[config.mk]
export PLATFORM = sky130hd
export DESIGN_NAME = pipelined_extend_adder_flat
export DESIGN_NICKNAME = d
export VERILOG_FILES = /design/src/rtl/pipelined_extend_adder_if.sv /design/src/rtl/pipelined_extend_adder.sv /design/src/flat_wrapper.sv
export SDC_FILE = /design/constraint.sdc
export NUM_CORES = 1
export LEC_CHECK = 0
export CAP_MARGIN = 10
export CORE_MARGIN = 1
export CORE_UTILIZATION = 30
export DETAILED_ROUTE_END_ITERATION = 10
export SYNTH_ARGS = -nofsm -noshare
export SYNTH_HDL_FRONTEND = slang
export SYNTH_SLANG_ARGS = --single-unit
[constraint.sdc]
create_clock -name clk -period 8.1 [get_ports clk]
set_input_delay 0.81 -clock clk [delete_from_list [all_inputs] [get_ports clk]]
set_output_delay 0.81 -clock clk [all_outputs]
set_load 0.005 [all_outputs]
[src/rtl/pipelined_extend_adder_if.sv]
// Operand/sum handshake bundle for pipelined_extend_adder.
// The master drives operands and out_ready; the adder is the slave.
interface pipelined_extend_adder_if #(
  parameter int A_WIDTH = 58,
  parameter int B_WIDTH = 55
);
  logic               in_valid;
  logic               in_ready;
  logic [A_WIDTH-1:0] a;
  logic [B_WIDTH-1:0] b;
  logic               b_sext;
  logic               out_valid;
  logic               out_ready;
  logic [A_WIDTH:0]   sum;

  modport master (output in_valid, a, b, b_sext, out_ready,
                  input  in_ready, out_valid, sum);
  modport slave  (input  in_valid, a, b, b_sext, out_ready,
                  output in_ready, out_valid, sum);
endinterface

[src/rtl/pipelined_extend_adder.sv]
// Unequal-width adder with B zero/sign extension, carry chain split into
// CHUNK-bit registered stages under a single global advance.
module pipelined_extend_adder_stage #(
  parameter int A_WIDTH = 58,
  parameter int LO      = 0,
  parameter int W       = 20
) (
  input  logic               clk,
  input  logic               rst_n,
  input  logic               adv,
  input  logic               vld_i,
  input  logic [W-1:0]       a_i,
  input  logic [W-1:0]       b_i,
  input  logic [A_WIDTH-1:0] s_i,
  input  logic               c_i,
  output logic               vld_o,
  output logic [A_WIDTH-1:0] s_o,
  output logic               c_o
);
  logic [W:0]         part;
  logic [A_WIDTH-1:0] s_nx;

  assign part = {1'b0, a_i} + {1'b0, b_i} + {{W{1'b0}}, c_i};

  always_comb begin
    s_nx         = s_i;
    s_nx[LO+:W]  = part[W-1:0];
  end

  always_ff @(posedge clk or negedge rst_n)
    if (!rst_n)   vld_o <= 1'b0;
    else if (adv) vld_o <= vld_i;

  // Datapath needs no reset: it is only observed behind vld_o.
  always_ff @(posedge clk)
    if (adv) begin
      s_o <= s_nx;
      c_o <= part[W];
    end
endmodule

module pipelined_extend_adder #(
  parameter int A_WIDTH = 58,
  parameter int B_WIDTH = 55,
  parameter int CHUNK   = 20
) (
  input  logic clk,
  input  logic rst_n,
  pipelined_extend_adder_if.slave bus
);
  localparam int STAGES = (A_WIDTH + CHUNK - 1) / CHUNK;

  logic               adv;
  logic [STAGES:0]    vld_pipe;
  logic [A_WIDTH-1:0] b_ext;
  logic [A_WIDTH-1:0] a_q [STAGES];
  logic [A_WIDTH-1:0] b_q [STAGES];
  logic [A_WIDTH-1:0] s_q [STAGES];
  logic               c_q [STAGES];

  assign adv           = !vld_pipe[STAGES] | bus.out_ready;
  assign bus.in_ready  = adv;
  assign vld_pipe[0]   = bus.in_valid;
  assign bus.out_valid = vld_pipe[STAGES];
  assign bus.sum       = vld_pipe[STAGES] ? {c_q[STAGES-1], s_q[STAGES-1]} : '0;

  // Extend once at the input so the mode bit never travels down the pipe.
  always_comb begin
    b_ext = A_WIDTH'(bus.b);
    if (bus.b_sext && bus.b[B_WIDTH-1]) b_ext = b_ext | ({A_WIDTH{1'b1}} << B_WIDTH);
  end

  always_ff @(posedge clk)
    if (adv) begin
      a_q[0] <= bus.a;
      b_q[0] <= b_ext;
      for (int k = 1; k < STAGES; k++) begin
        a_q[k] <= a_q[k-1];
        b_q[k] <= b_q[k-1];
      end
    end

  for (genvar k = 0; k < STAGES; k++) begin : g_stage
    localparam int LO = k * CHUNK;
    localparam int W  = (A_WIDTH - LO < CHUNK) ? (A_WIDTH - LO) : CHUNK;
    logic [W-1:0]       a_i, b_i;
    logic [A_WIDTH-1:0] s_i;
    logic               c_i;

    if (k == 0) begin : g_first
      assign a_i = bus.a[LO+:W];
      assign b_i = b_ext[LO+:W];
      assign s_i = '0;
      assign c_i = 1'b0;
    end else begin : g_next
      assign a_i = a_q[k-1][LO+:W];
      assign b_i = b_q[k-1][LO+:W];
      assign s_i = s_q[k-1];
      assign c_i = c_q[k-1];
    end

    pipelined_extend_adder_stage #(.A_WIDTH(A_WIDTH), .LO(LO), .W(W)) u_stage (
      .clk   (clk),
      .rst_n (rst_n),
      .adv   (adv),
      .vld_i (vld_pipe[k]),
      .a_i   (a_i),
      .b_i   (b_i),
      .s_i   (s_i),
      .c_i   (c_i),
      .vld_o (vld_pipe[k+1]),
      .s_o   (s_q[k]),
      .c_o   (c_q[k])
    );
  end
endmodule
[src/flat_wrapper.sv]
// flat-port wrapper written by rule: the top's interface ports become plain ports
module pipelined_extend_adder_flat 
#(
  parameter int A_WIDTH = 58,
  parameter int B_WIDTH = 55,
  parameter int CHUNK   = 20
)
  (clk, rst_n, bus_in_valid, bus_a, bus_b, bus_b_sext, bus_out_ready, bus_in_ready, bus_out_valid, bus_sum);
  pipelined_extend_adder_if #(.A_WIDTH(A_WIDTH), .B_WIDTH(B_WIDTH)) bus_i ();
  input  logic clk;
  input  logic rst_n;
  input wire logic [$bits(bus_i.in_valid)-1:0] bus_in_valid;
  input wire logic [$bits(bus_i.a)-1:0] bus_a;
  input wire logic [$bits(bus_i.b)-1:0] bus_b;
  input wire logic [$bits(bus_i.b_sext)-1:0] bus_b_sext;
  input wire logic [$bits(bus_i.out_ready)-1:0] bus_out_ready;
  output wire logic [$bits(bus_i.in_ready)-1:0] bus_in_ready;
  output wire logic [$bits(bus_i.out_valid)-1:0] bus_out_valid;
  output wire logic [$bits(bus_i.sum)-1:0] bus_sum;
  assign bus_i.in_valid = bus_in_valid;
  assign bus_i.a = bus_a;
  assign bus_i.b = bus_b;
  assign bus_i.b_sext = bus_b_sext;
  assign bus_i.out_ready = bus_out_ready;
  assign bus_in_ready = bus_i.in_ready;
  assign bus_out_valid = bus_i.out_valid;
  assign bus_sum = bus_i.sum;
  pipelined_extend_adder #(.A_WIDTH(A_WIDTH), .B_WIDTH(B_WIDTH), .CHUNK(CHUNK)) u_core (.clk(clk), .rst_n(rst_n), .bus(bus_i));
endmodule
# == Word-level counts from Yosys, hierarchy flattened ==
# Memory sizes are Yosys's and may differ from the RTL's.
# Cells that the tools add are included.
# op_classes
addsub,5
muxes,4
n_bitwise,1
n_reduce_logical,2
# op_table
cell,count
$mux 59,1
$mux 58,1
$add 20x20->21,2
$add 21x1->21,1
$add 18x18->19,1
$add 19x1->19,1
$mux 1,2
$logic_and 1x1->1,1
$logic_not 1->1,1
$or 1x1->1,1
# totals
ff_bits,124
ramBits,348
inputBits,118
output_inout_bits,61
wordCells,23
n_memories,2
# mem_list
memory,words,word_bits,rd,rd_ports_with_merged_regs,wr,line,rtl
u_core.a_q,3,58,2,0,3,pipelined_extend_adder.sv:56,logic [A_WIDTH-1:0] a_q [STAGES];
u_core.b_q,3,58,2,0,3,pipelined_extend_adder.sv:57,logic [A_WIDTH-1:0] b_q [STAGES];

# == Depth between registers and ports, before layout ==
# Gate-level depths: netlist of the first run.
# depth
depth_word,4
depth_mapped,9

# == Modules after synthesis ==
# Synthesis of the first run repeated with hierarchy kept, for this count alone.
# unflattened
hier_cells,746
area_unflattened_um2,11996.5
# by_module_without_submodules
module,n_inst,cells_each,area_per_inst_um2,seq_area_each_um2
pipelined_extend_adder_stage at u_core.g_stage[0].u_stage ...,2,191,2783.9,1796.7
pipelined_extend_adder,1,176,3658.5,3243.1
pipelined_extend_adder_stage at u_core.g_stage[2].u_stage,1,188,2770.2,1796.7

# == Least setup slack after synthesis of the first run ==
# Ideal clock, no wire load.
# synth_timing
kind,input to register
start,in bus_out_ready
end,reg u_core.g_stage[0].u_stage.vld_o
setup_ns,0.095
t_arrival_ns,7.267
required_time_ns,8.005
slack_ns,0.738
path_stages,2
n_path_buf,0
cell_sequence,nand2b_1 mux2_2
# synth_between
elab_chain_cells,1
# synth_rtl
element,line,rtl
"start, declared",flat_wrapper.sv:16,input wire logic [$bits(bus_i.out_ready)-1:0] bus_out_ready;
$or 1x1->1,pipelined_extend_adder.sv:61,assign adv = !vld_pipe[STAGES] | bus.out_ready;
"end signal, assigned",pipelined_extend_adder.sv:32,else if (adv) vld_o <= vld_i;
"end, declared",pipelined_extend_adder.sv:16,"output logic vld_o,"
# Every way passes these cells.
# A chain may end at the register's enable or synchronous reset.

# == Worst setup path after layout of the first run ==
# layout_timing
start,reg u_core.g_stage[2].u_stage.vld_o
end,out bus_in_ready
# layout_between
elab_chain_cells,2
# layout_rtl
element,line,rtl
"start, declared",pipelined_extend_adder.sv:16,
"start signal, assigned",pipelined_extend_adder.sv:32,
$logic_not 1->1,pipelined_extend_adder.sv:61,
$or 1x1->1,pipelined_extend_adder.sv:61,
"end, declared",flat_wrapper.sv:17,output wire logic [$bits(bus_i.in_ready)-1:0] bus_in_ready;
# Every way passes these cells.

==> results of run 1 <==
## critical path: cells and delay by family (launching register included)
family        cells  cell delay, ns
buf+inv           1            0.55
flops             1            0.95
simple gates      1            0.34
## routing by layer
layer  share of wire (%)  GRT usage [%]
met2                  49           19.3
met4                 3.7           4.97
met5                   0              0
met1                  41           12.9
met3                 5.8           2.70
## power groups by stage
stage / Combinational (mW) / Sequential (mW) / Clock, mW
2_1_floorplan: 0.678 / 1.87 / 0
6_report: 1.10 / 1.85 / 1.14
4_1_cts: 1.11 / 1.86 / 1.19
3_3_place_gp: 1.10 / 1.87 / 0
5_1_grt: 1.20 / 1.89 / 1.23
3_5_place_dp: 1.11 / 1.88 / 0
## worst paths after layout
check	startpoint	to	slack, ns	cells after the start
setup / recovery	u_core.g_stage[2].u_stage.vld_o	bus_in_ready	4.91	2
hold / removal	u_core.g_stage[1].u_stage.s_o[17]	u_core.g_stage[2].u_stage.s_o[17]	0.40	0
setup reg to reg	u_core.g_stage[2].u_stage.vld_o	u_core.b_q[0][34]	4.95	3
hold reg to reg	u_core.g_stage[1].u_stage.s_o[17]	u_core.g_stage[2].u_stage.s_o[17]	0.40	0
max in group asynchronous	rst_n	u_core.g_stage[2].u_stage.vld_o	7.47	1
min in group asynchronous	rst_n	u_core.g_stage[0].u_stage.vld_o	0.46	1
## sequential cells by signal (all words and copies together), names as in the netlist
name / cells
u_core.a_q: 56
u_core.b_q: 52
u_core.g_stage.u_stage.c_o: 3
u_core.g_stage.u_stage.s_o: 118
u_core.g_stage.u_stage.vld_o: 3
## area by class of cell
class | instances | area [sq um]
Sequential cell | 232 | 6950
Inverter | 12 | 45.0
Clock buffer | 30 | 644
Clock inverter | 16 | 184
Fill cell | 3139 | 20200
Tap cell | 448 | 561
Antenna cell | 1 | 2.50
Timing Repair Buffer | 181 | 1800
Multi-Input combinational cell | 431 | 3270
## synth_stat cells, types with 2 or more instances
cell       count  area, sq um
o21ai_2        2         17.5
and3_1         2         12.5
nor4_1         2         12.5
nand4_1        7         43.8
a31oi_1        8         50.1
buf_6          3         33.8
fa_1           5          100
o21a_1         6         45.0
o21ai_0       25          125
a211oi_2       2         25.0
nor3_1         2         10.0
a21oi_1       47          235
and4_1         3         26.3
edfxtp_1     229         6880
o22ai_1        2         12.5
and2_1        62          388
ha_1          56          701
a211oi_1       7         52.6
o21ai_1        3         15.0
xor2_1        13          114
nand3_1        8         40.0
o211ai_1       5         37.5
nand2b_1       2         12.5
a221o_1        2         20.0
o2111ai_1      2         17.5
nand2_1       32          120
mux2_2         2         22.5
clkbuf_1      11         41.3
o31ai_4        2         42.5
nor2_1        27          101
inv_1         12         45.0
o21bai_1       5         37.5
a21o_1        28          210
xnor2_1       36          315
dfrtp_1        3         75.1
o31ai_1        6         45.0
## cells by family after synthesis
family                     after synthesis  share of synthesized area [%]
DFF                                    232                           67.2
muxes                                    3                          0.315
and+or+nand+nor                        152                           8.00
AOI/OAI and AO/OA                      166                           11.3
xor gates and xnor gates                49                           4.15
buffers and inverters                   27                           1.23
adders and majority gates               61                           7.75
## through the flow
stage | worst slack, ns | utilization [%] | area, sq um | hold WS, ns
5_1_grt | 4.63 | 39.9 | 13500 | 0.410
3_5_place_dp | 4.50 | 37.5 | 12600 | 0.405
2_1_floorplan | 0.738 | - | 10300 | 0.400
6_report | 4.91 | 39.9 | 13500 | 0.400
4_1_cts | 4.74 | 39.9 | 13500 | 0.391
3_3_place_gp | 4.55 | 37.5 | 12600 | 0.401
==> summary.md, run 1 <==
| Metric | Value |
|---|---|
| Final period util | 39.4% |
| Root buf cell | clkbuf_16 |
| Final Max Slew Viols | 0 |
| Post-route DRC | 0 |
| Syn_area_per_cell | 15.0 sq um |
| Async set-reset flop share out of synthesis | 1.29% |
| Most common flop cell mapped by yosys | edfxtp_1 |
| Setup Buffers After CTS | 0 |
| Max Fanout on Critical Path | 61 |
| Avg Vias per Cell | 4.52 |
| CP Capture Type | output pin |
| # IOs | 179 |
| Crit-path cells | nand2b_4 -> clkdlybuf4s50_1 |
| Non-filler instance count after layout | 1,351 |
| Syn Std Cell Area | 0.0103 sq mm |
| Clock power share | 28.0% |
| Worst-margin pin slew | 0.940 ns |
| Max IR drop VDD | 0.136 mV |
| Setup crit start kind | register |
| Synth Net Count | 869 |
| Initial DRC Count | 348 |
| Clock skew | 0.0223 ns |
| Outcome | complete, no violations |
| WL/cell | 14.9 microns |
| Lkg Pwr | 4.93 nW |
| Sequential share of the synthesized area | 67.2% |
| Placed instance count | 1,304 |
| Largest stage delay, worst path | 0.95 ns |
| H-tree Lvls | 1 |
| Num CTS Buffers | 25 |
| Psw | 1.08 mW |
| Core ar. | 0.0337 sq mm |
| Crit Path Class | reg -> out |
| Seq pwr share | 45.2% |
| Post-route antenna net violation count | 0 |
| First-pass GRT wire length | 31.3 mm |
| Via Count | 6,103 |
| FMAX | 313 MHz |
| # port buffers | 178 |
| Min Tclk post-route | 3.19 ns |
| All-Layer GR Usage | 11.1% |
| Clk sinks | 232 |
| RSZ-0062 raised after global routing | no |
| Largest net degree at the start of global routing | 79 |
| Final Hold Violating Endpoints | 0 |
| Worst Path Required | 7.29 ns |
| Total design power | 4.09 mW |
| Post-synthesis register bit count | 232 |
| Max_slew headroom | 37.3% |
| Most common cell after layout, fill and taps aside | edfxtp_1 |
| Synth warnings | 0 |
| Die Height | 188 microns |
| Combinational share of power | 26.9% |
| Routed wire length | 20.1 mm |
| GRT overflow | 0 |
| Ratio of cells with drive above 1 in the final layout | 6.54% |
| Setup violations, final | 0 |
| Net Sw Frac | 26.4% |
| CTS tree | yes |
| Drt pass-1 iters | 4 |
| Worst-path clk slew | 0.06 ns |
| PostCTS Resize Cnt | 0 |
| Vias in the first global route | 6,115 |
| Crit path max-delay cell type | dfrtp_2 |
| Unique masters post-synth | 57 |
| Final-stage net count | 1,062 |
| Area growth syn-to-layout | 30.2% |
| Skew-Pair Late Insertion Delay | 0.53 ns |
| Post-DP HPWL | 14.7 mm |
| WP data arrival | 2.38 ns |
| Sum Neg Setup Slack | 0 ns |
| Pint | 3.01 mW |
| Initial Utilization | 30.7% |
| Most frequent cells in the layout | edfxtp_1, clkdlybuf4s50_1, and2_1 |
| Cells after Synth | 690 |
| Min-Delay Path Class | reg -> reg |
| Placer Congestion | 0.820 |
| Row count | 67 |
| Initial antenna violation count | 1 |
| Die area | 0.0352 sq mm |
| Post-synth EDFFs | 229 |
| Clock Tree Buf Depth | 3 |
| Pwr Density | 304 mW/mm^2 |
| Die W | 188 microns |
| Post-CTS Hold Buffers | 0 |
| Max-capacitance violation count | 0 |
Power figures use the tool's default switching activity.
==> run 2, diff against run 1 <==
clock period = 2.8 ns   (was 8.1 ns; I/O delays follow)
==> run 2 against run 1 <==
Net effect:
- die area is the same
- combinational power increased to 3.0 times the previous value
- cell count is 1.2% higher
- wire length increased by 3.0%
- utilization increased by 0.39 points
- sequential cell count did not move
- first-iteration DRC count down 22%
- largest cell class unchanged
==> summary.md, run 2 (same netlist as run 1, synthesis figures left out) <==
| Metric | Value |
|---|---|
| Final Hold Violating Endpoints | 0 |
| Placer Congestion | 0.876 |
| Pre-CTS setup slack | -0.124 ns |
| Initial DRC Count | 270 |
| # port buffers | 178 |
| Via Count | 6,201 |
| Setup Buffers After CTS | 0 |
| Pwr Density | 864 mW/mm^2 |
| Largest stage delay, worst path | 0.49 ns |
| Drt pass-1 iters | 4 |
| Row count | 67 |
| Crit Path Class | reg -> reg |
| Most flops, register | u_core.g_stage.u_stage.s_o |
| Die area | 0.0352 sq mm |
| Lkg Pwr | 5.00 nW |
| Combinational share of power | 28.4% |
| Worst-margin pin slew | 0.670 ns |
| H-tree Lvls | 1 |
| Avg Vias per Cell | 4.54 |
| Max Fanout on Critical Path | 4 |
| Area growth syn-to-layout | 31.5% |
| CP startpoint | u_core.g_stage[1].u_stage.c_o |
| Max IR drop VDD | 0.385 mV |
| Placed Area | 0.0128 sq mm |
| Number of flip-flops in the largest register | 118 |
| Psw | 3.15 mW |
| First-pass GRT wire length | 33.5 mm |
| Total design power | 11.7 mW |
| WL/cell | 15.2 microns |
| Most frequent cells in the layout | edfxtp_1, clkdlybuf4s50_1, and2_1 |
| Die W | 188 microns |
| Final Instance Area | 0.0136 sq mm |
| R2r worst-path depth | 9 |
| Setup crit start kind | register |
| CP top delay family | compound AO/OA/AOI/OAI gates |
| R2r endpoint | u_core.g_stage[2].u_stage.s_o[52] |
| Met2 wire length | 10.7 mm |
| WP data arrival | 2.92 ns |
| Outcome | complete, no violations |
| GRT overflow | 0 |
| Die Height | 188 microns |
| Clock skew | 0.00581 ns |
| RSZ-0062 raised after global routing | no |
| Num CTS Buffers | 25 |
| Seq pwr share | 45.4% |
| CTS tree | yes |
| Metal3 WL | 933 microns |
| Crit path max-delay cell type | fa_1 |
| Largest regs | u_core.g_stage.u_stage.s_o (118), u_core.a_q (56), u_core.b_q (52) |
| Reg2Reg Setup Slack | 0.14 ns |
| Hold path start | bus_a[50] |
| Final-stage net count | 1,079 |
| Max_slew headroom | 54.9% |
| Min Tclk post-route | 2.66 ns |
| Initial Utilization | 30.7% |
| # IOs | 179 |
| Worst Path Required | 3.05 ns |
| Setup violations, final | 0 |
| Root buf cell | clkbuf_16 |
| Crit-path cells | fa_1 -> inv_1 -> fa_1 -> nor2b_4 -> o31a_4 -> o31ai_4 -> o221ai_2 -> a21oi_1 -> xnor2_1 |
| All-Layer GR Usage | 11.8% |
| Post-route antenna net violation count | 0 |
| Cell mode on critical path | fa_1 |
| Clock power share | 26.2% |
| Initial antenna violation count | 1 |
| Pint | 8.59 mW |
| Core ar. | 0.0337 sq mm |
| Worst Hold Depth | 1 |
| Worst-path clk slew | 0.06 ns |
| FMAX | 376 MHz |
| CP Capture Type | register |
| Ratio of cells with drive above 1 in the final layout | 8.61% |
| Buf/Inv on CP | 1 |
| Min-Delay Path Class | in -> reg |
| Routed wire length | 20.7 mm |
| Skew-Pair Late Insertion Delay | 0.51 ns |
| Top sig layer | met4 |
| Post-route DRC | 0 |
| Clk sinks | 232 |
| WHS Endpoint | u_core.a_q[0][50] |
| Post-DP HPWL | 15.5 mm |
| RR Startpoint | u_core.g_stage[1].u_stage.c_o |
| Net Sw Frac | 26.8% |
| Vias in the first global route | 6,536 |
| Met1 Routed Length | 8.53 mm |
| Final Max Slew Viols | 0 |
| Largest net degree at the start of global routing | 57 |
| Clock Tree Buf Depth | 3 |
| Max-capacitance violation count | 0 |
| Final period util | 95.1% |
| Final worst slack | 0.138 ns |
| Most common cell after layout, fill and taps aside | edfxtp_1 |
==> run 2: metal layers <==
| metal | global-route usage, % | vias to the layer above |
|---|---|---|
| li1 | - | 3066 |
| met1 | 13.7 | 2985 |
| met2 | 21.7 | 115 |
| met3 | 2.25 | 35 |
| met4 | 4.10 | 0 |
| met5 | 0 | - |
==> run 2: worst reg2reg max path: stages (launching register included) <==
cell and delay, ns:
edfxtp_1 0.43, fa_1 0.49, inv_1 0.09, fa_1 0.24
nor2b_4 0.06, o31a_4 0.30, o31ai_4 0.39, o221ai_2 0.14
a21oi_1 0.19, xnor2_1 0.08
==> run 2: through the flow <==
stage	TNS (ns)	hold WS, ns	util [%]	std cells
2_1_floorplan	0	-0.0156	-	690
3_3_place_gp	-0.114	0.401	37.9	1320
3_5_place_dp	-0.232	0.405	37.9	1320
4_1_cts	0	0.289	40.3	1366
5_1_grt	0	0.294	40.3	1367
6_report	0	0.324	40.3	1367
==> run 2: what timing repair did <==
item / 4_1_cts / 5_1_grt
pin swaps: 0 / 5
hold buffers: 1 / 0
resized for setup: 2 / 6
setup endpoints to repair: 3 / 7
hold endpoints to repair: 3 / 0
==> run 2: final cells by class <==
cell class | count | area [sq um]
Clock inverter | 8 | 72.6
Inverter | 12 | 45.0
Antenna cell | 1 | 2.50
Tap cell | 448 | 561
Timing Repair Buffer | 198 | 1960
Multi-Input combinational cell | 431 | 3290
Clock buffer | 37 | 701
Fill cell | 3168 | 20100
Sequential cell | 232 | 6960
==> run 2: how the worst max path moves through the flow <==
stage	cells after the start	to	slack [ns]
3_3_place_gp	8	u_core.g_stage[1].u_stage.c_o	-0.06
6_report	9	u_core.g_stage[2].u_stage.s_o[52]	0.14
2_1_floorplan	2	u_core.g_stage[0].u_stage.vld_o	0.14
4_1_cts	8	u_core.g_stage[1].u_stage.c_o	0.009
5_1_grt	8	u_core.g_stage[1].u_stage.s_o[38]	0.01
3_5_place_dp	8	u_core.g_stage[1].u_stage.c_o	-0.12
==> run 2: power by group through the flow <==
stage	Combinational [mW]	Sequential (mW)	Clock (mW)
floorplan	1.96	5.29	0
global placement	3.32	5.38	0
detailed placement	3.35	5.41	0
CTS	3.38	5.35	3.19
global route	3.66	5.42	3.33
finish	3.34	5.33	3.08
==> run 3, diff against run 2 <==
clock period = 3.3 ns   (was 2.8 ns; I/O delays follow)
==> run 3 against run 2 <==
Net effect:
- worst hold slack gained 0.038 ns
- critical path type unchanged
- clock power fell by 12%
- highest routed layer unchanged
- non-clock buffer count down 13
- wire length decreased by 2.4%
- critical endpoint is now u_core.g_stage[1].u_stage.s_o[38]
- largest power group unchanged
==> summary.md, run 3 (same netlist as run 1, synthesis figures left out) <==
| Metric | Value |
|---|---|
| Crit path max-delay cell type | fa_1 |
| Largest regs | u_core.g_stage.u_stage.s_o (118), u_core.a_q (56), u_core.b_q (52) |
| Initial DRC Count | 366 |
| # IOs | 179 |
| FF/Latch Area | 0.00695 sq mm |
| Routed wire length | 20.2 mm |
| Crit Path Class | reg -> reg |
| Net Sw Frac | 26.4% |
| Via Count | 6,152 |
| Post-route antenna net violation count | 0 |
| Clk sinks | 232 |
| Worst-margin pin slew | 0.731 ns |
| Met2 usage | 21.0% |
| Drt pass-1 iters | 4 |
| Max IR drop VDD | 0.351 mV |
| Most common cell after layout, fill and taps aside | edfxtp_1 |
| Clock skew | 0.0108 ns |
| Post-route DRC | 0 |
| Largest stage delay, worst path | 0.49 ns |
| Number of flip-flops in the largest register | 118 |
| Row count | 67 |
| Max_slew headroom | 51.3% |
| Post-DP HPWL | 14.9 mm |
| # fillers | 3,132 |
| Die Height | 188 microns |
| Largest net degree at the start of global routing | 79 |
| First-pass GRT wire length | 32.0 mm |
| Area growth syn-to-layout | 30.4% |
| Crit-path cells | fa_1 -> fa_1 -> a211oi_1 -> o211ai_1 -> a21oi_1 -> o21bai_1 -> a221oi_1 -> xnor2_1 |
| Most frequent cells in the layout | edfxtp_1, clkdlybuf4s50_1, and2_1 |
| Num CTS Buffers | 26 |
| RSZ-0062 raised after global routing | no |
| Min Tclk post-route | 3.01 ns |
| Final Hold Violating Endpoints | 0 |
| # port buffers | 178 |
| Vias in the first global route | 6,386 |
| Avg Vias per Cell | 4.55 |
| Met3 Usage GRT | 2.13% |
| Worst-path clk slew | 0.06 ns |
| Max Fanout on Critical Path | 3 |
| Initial Utilization | 30.7% |
| Cell mode on critical path | fa_1 |
| Die area | 0.0352 sq mm |
| Setup violations, final | 0 |
| All-Layer GR Usage | 11.3% |
| Final Max Slew Viols | 0 |
| Max-capacitance violation count | 0 |
| CTS tree | yes |
| Most Crowded Layer GR | met2 |
| Ratio of cells with drive above 1 in the final layout | 6.63% |
| Skew-Pair Late Insertion Delay | 0.52 ns |
| Lkg Pwr | 4.93 nW |
| WP data arrival | 3.27 ns |
| Initial antenna violation count | 0 |
| Most flops, register | u_core.g_stage.u_stage.s_o |
| Worst Path Required | 3.56 ns |
| CP Capture Type | register |
| Setup crit start kind | register |
| Pint | 7.33 mW |
| Sum Neg Setup Slack | 0 ns |
| Die W | 188 microns |
| Met1 usage | 12.7% |
| Multi-input logic area | 0.00327 sq mm |
| Final period util | 91.1% |
| PostCTS Resize Cnt | 0 |
| Combinational share of power | 27.4% |
| FMAX | 333 MHz |
| Min-Delay Path Class | in -> reg |
| Root buf cell | clkbuf_16 |
| Clock power share | 27.2% |
| GRT overflow | 0 |
| Outcome | complete, no violations |
| Diode count | 0 |
| Placer Congestion | 0.870 |
| Core ar. | 0.0337 sq mm |
| Final-stage net count | 1,067 |
| Seq pwr share | 45.5% |
| Final hold slack | 0.362 ns |
| WL/cell | 14.9 microns |
| Pwr Density | 738 mW/mm^2 |
| Psw | 2.62 mW |
| Clock Tree Buf Depth | 3 |
| H-tree Lvls | 1 |
run 3: worst max-delay path, delay by kind of cell, from the launching register on:
| family | cells | cell delay, ns |
|---|---|---|
| AOI/OAI and AO/OA | 5 | 1.30 |
| xor gates and xnor gates | 1 | 0.12 |
| adders and majority gates | 2 | 0.93 |
| DFF | 1 | 0.39 |
run 3: path summary, 6_finish.rpt:
check	slack (ns)	cells past startpoint	endpoint	start
setup / recovery	0.29	8	u_core.g_stage[1].u_stage.s_o[38]	u_core.b_q[0][20]
hold / removal	0.36	1	u_core.b_q[0][23]	bus_b[23]
setup reg to reg	0.29	8	u_core.g_stage[1].u_stage.s_o[38]	u_core.b_q[0][20]
hold reg to reg	0.41	0	u_core.g_stage[2].u_stage.s_o[25]	u_core.g_stage[1].u_stage.s_o[25]
max in group asynchronous	2.57	2	u_core.g_stage[2].u_stage.vld_o	rst_n
min in group asynchronous	0.56	2	u_core.g_stage[1].u_stage.vld_o	rst_n
run 3: power groups by stage:
stage	Sequential [mW]	Combinational [mW]	Clock, mW
after global placement	4.58	2.74	0
after detailed placement	4.60	2.76	0
final	4.52	2.73	2.70
after floorplan	4.49	1.66	0
after CTS	4.54	2.78	2.80
after global routing	4.60	3.01	2.91
run 3: area by class of cell:
class                      instances  share of cell area, %
clock inverter                     6                  0.427
tap                              448                   4.16
sequential                       232                   51.6
timing repair buffer             185                   13.7
inverter                          12                  0.334
multi-input combinational        431                   24.2
clock buffer                      39                   5.57
run 3: per-layer routing:
layer / vias up / part of all wire [%]
met5: - / 0
met4: 0 / 2.8
met3: 36 / 4.6
met2: 143 / 52
met1: 2923 / 41
li1: 3050 / -
run 3: what timing repair did:
item / in CTS / in global routing
setup buffers: 0 / 0
hold endpoints to repair: 3 / 0
hold buffers: 1 / 0
setup endpoints to repair: 0 / 0
run 3: through the flow:
stage | util (%) | std cells | area [sq um] | total power [mW] | setup WS, ns
floorplan | - | 690 | 10300 | 6.15 | 0.643
global placement | 37.6 | 1307 | 12700 | 7.32 | 0.393
global route | 40.0 | 1353 | 13500 | 10.5 | 0.0238
detailed placement | 37.6 | 1307 | 12700 | 7.36 | 0.307
CTS | 40.0 | 1353 | 13500 | 10.1 | 0.289
finish | 40.0 | 1353 | 13500 | 9.95 | 0.292
==> RTL edit (settings of run 3) <==
`CHUNK` is set to 20 in 2 places; all go to 10.
--- a/src/rtl/pipelined_extend_adder.sv
+++ b/src/rtl/pipelined_extend_adder.sv
@@ -42,7 +42,7 @@
 module pipelined_extend_adder #(
   parameter int A_WIDTH = 58,
   parameter int B_WIDTH = 55,
-  parameter int CHUNK   = 20
+  parameter int CHUNK   = 10
 ) (
   input  logic clk,
   input  logic rst_n,
--- a/src/flat_wrapper.sv
+++ b/src/flat_wrapper.sv
@@ -3,7 +3,7 @@
 #(
   parameter int A_WIDTH = 58,
   parameter int B_WIDTH = 55,
-  parameter int CHUNK   = 20
+  parameter int CHUNK   = 10
 )
   (clk, rst_n, bus_in_valid, bus_a, bus_b, bus_b_sext, bus_out_ready, bus_in_ready, bus_out_valid, bus_sum);
   pipelined_extend_adder_if #(.A_WIDTH(A_WIDTH), .B_WIDTH(B_WIDTH)) bus_i ();
Function: changed (Yosys sat finds a counterexample within 4 cycles, from zero or initial values and one cycle with rst_n low).
==> RTL edit against run 3 <==
- synthesized cell count grew 27%
- design area grew 65%
- area after synthesis grew 70%
- non-clock buffer count grew 2
- wire length grew 33%
- combinational power grew 58%
- worst setup slack gained 0.22 ns
- power grew 110%
- sequential cell count grew 258
- count of clock-buffer cells in the layout grew 27
- critical endpoint is now bus_sum[15]
- highest routed layer is now met5
==> RTL edit: results (changes against run 3) <==
[clocking]
clock_latency_ns = 0.58  ; was 0.52 ns
cts.sinks = 490  ; was 232
clk_path_buf_depth = 3  ; unchanged
numCtsBuffers = 52  ; was 26
post_cts_buffers = 0  ; unchanged
htree_levels = 2  ; was 1

[placed_design]
place_inst = 1822  ; was 1,307
routabilityCongestion = 0.776  ; was 0.870
place_ws_ns = 0.733  ; was 0.307 ns
dpl.hpwl_mm = 17.2  ; was 14.9 mm
place_area_um2 = 20400  ; was 12,700 um2

[logic_synthesis]
avgSynthCellArea_um2 = 20.0  ; was 15.0 um2
ys_top_cells_by_area = edfxtp_1 83%, ha_1 3.8%, and2_1 2.1%  ; was edfxtp_1 67%, ha_1 6.8%, and2_1 3.8%
synth-edff-count = 484  ; was 229
yosysUniqueCellTypes = 43  ; was 57
yosys-top-cells-count = 484 x edfxtp_1, 60 x and2_1, 53 x ha_1  ; was 229 x edfxtp_1, 62 x and2_1, 56 x ha_1
yosysSeqAreaShare_pct = 83.5  ; was 67.2%
ys_async_sr_fraction_pct = 1.22  ; was 1.29%
yosysWarningCount = 0  ; unchanged
synth_nets = 1060  ; was 869

[global_routing]
met3_usage_pct = 3.56  ; was 2.13%
grtUsageTotal_pct = 9.06  ; was 11.3%
met1_usage_pct = 10.3  ; was 12.7%
antenna_found_initial = 9  ; was 0
grt_start_max_net_pins = 129  ; was 79
grt_pass1_wl_mm = 41.9  ; was 32.0 mm
grtUsageMet2_pct = 14.8  ; was 21.0%

[routing]
vias_per_cell = 4.16  ; was 4.55
met1_length_mm = 10.7  ; was 8.25 mm
dr_wl_met3_mm = 2.20  ; was 940 um
vias = 7987  ; was 6,152
wl_met2_mm = 12.9  ; was 10.5 mm
dr.pass1.iters = 6  ; was 4
post_drt_wl_per_cell_um = 14.0  ; was 14.9 um
drtIter0Drc = 551  ; was 366
top_layer_used = met5  ; was met4

[final_layout]
top_regs = u_core.g_stage.u_stage.s_o (208), u_core.a_q (140), u_core.b_q (130)  ; was u_core.g_stage.u_stage.s_o (118), u_core.a_q (56), u_core.b_q (52)
drive_above_1_share_pct = 9.00  ; was 6.63%
fin_nets = 1294  ; was 1,067

[worst_hold_path]
hp-class = input pin to flip-flop  ; unchanged

[worst_setup_path]
worst-path-max-fanout = 35  ; was 3
rrSetupSlack_ns = 0.82  ; was 0.29 ns
cp_slowest_cell = dfrtp_2  ; was fa_1
critPathTopFamily = buffers and inverters  ; was compound AO/OA/AOI/OAI gates
cp.arrival_ns = 2.46  ; was 3.27 ns
cpPeakStageDelay_ns = 0.73  ; was 0.49 ns

[pwr]
p_leak_nw = 7.94  ; was 4.93 nW
max-vdd-ir-drop_mv = 0.594  ; was 0.351 mV

[status]
outcome = finished clean  ; unchanged

[timing]
whs_ns = 0.298  ; was 0.362 ns
clock.fmax_ghz = 0.359  ; was 0.333 GHz
skew_ns = 0.0179  ; was 0.0108 ns
tightest_slew_ns = 0.749  ; was 0.731 ns

[RTL edit: changes by cell type in the layout (fill, tap and decap cells not counted), sizes merged, moves of 14 or more]
cell / before / now
a21oi: 47 / 33
nand2: 32 / 16
inv: 12 / 34
clkinv: 3 / 20
clkbuf: 39 / 66
a21o: 28 / 13
edfxtp: 229 / 484
[RTL edit: final timing paths]
kind	to	cells past startpoint	from
worst min register to register	u_core.g_stage[5].u_stage.s_o[32]	0	u_core.g_stage[4].u_stage.s_o[32]
worst min-delay path	u_core.a_q[0][13]	1	bus_a[13]
worst max-delay path	bus_sum[15]	3	u_core.g_stage[5].u_stage.vld_o
max in group asynchronous	u_core.g_stage[5].u_stage.vld_o	2	rst_n
worst max register to register	u_core.g_stage[3].u_stage.c_o	8	u_core.g_stage[2].u_stage.c_o
min in group asynchronous	u_core.g_stage[2].u_stage.vld_o	2	rst_n
[RTL edit: what timing repair did]
action / CTS / global route
gates resized for setup: 0 / 0
hold buffers: 1 / 0
endpoints found under the hold margin: 6 / 0
[RTL edit: kinds of logic (layout without fill, tap and decap cells)]
family,count (synthesis),count (layout),synth area share [%]
simple gates,145,145,4.57
mux,7,7,0.434
flops,490,490,83.5
xor+xnor,40,40,1.99
buf+inv,40,317,0.854
compound gates,92,92,3.62
fa+ha+maj,64,64,5.02
[RTL edit: area by class of cell]
cell class | instances | area (um2)
clock buffer | 66 | 1410
clock inverter | 31 | 368
fill | 5250 | 35600
inverter | 33 | 124
multi-input combinational | 348 | 2760
sequential | 490 | 14700
tap | 765 | 957
timing repair buffer | 187 | 1900
[RTL edit: where the power goes]
group	switching, mW	internal (mW)	total (mW)	leakage, nW
registers	0.592	9.90	10.5	4.94
clock network	2.32	3.64	5.96	0.871
logic	2.24	2.07	4.31	2.13
total	5.15	15.6	20.8	7.94
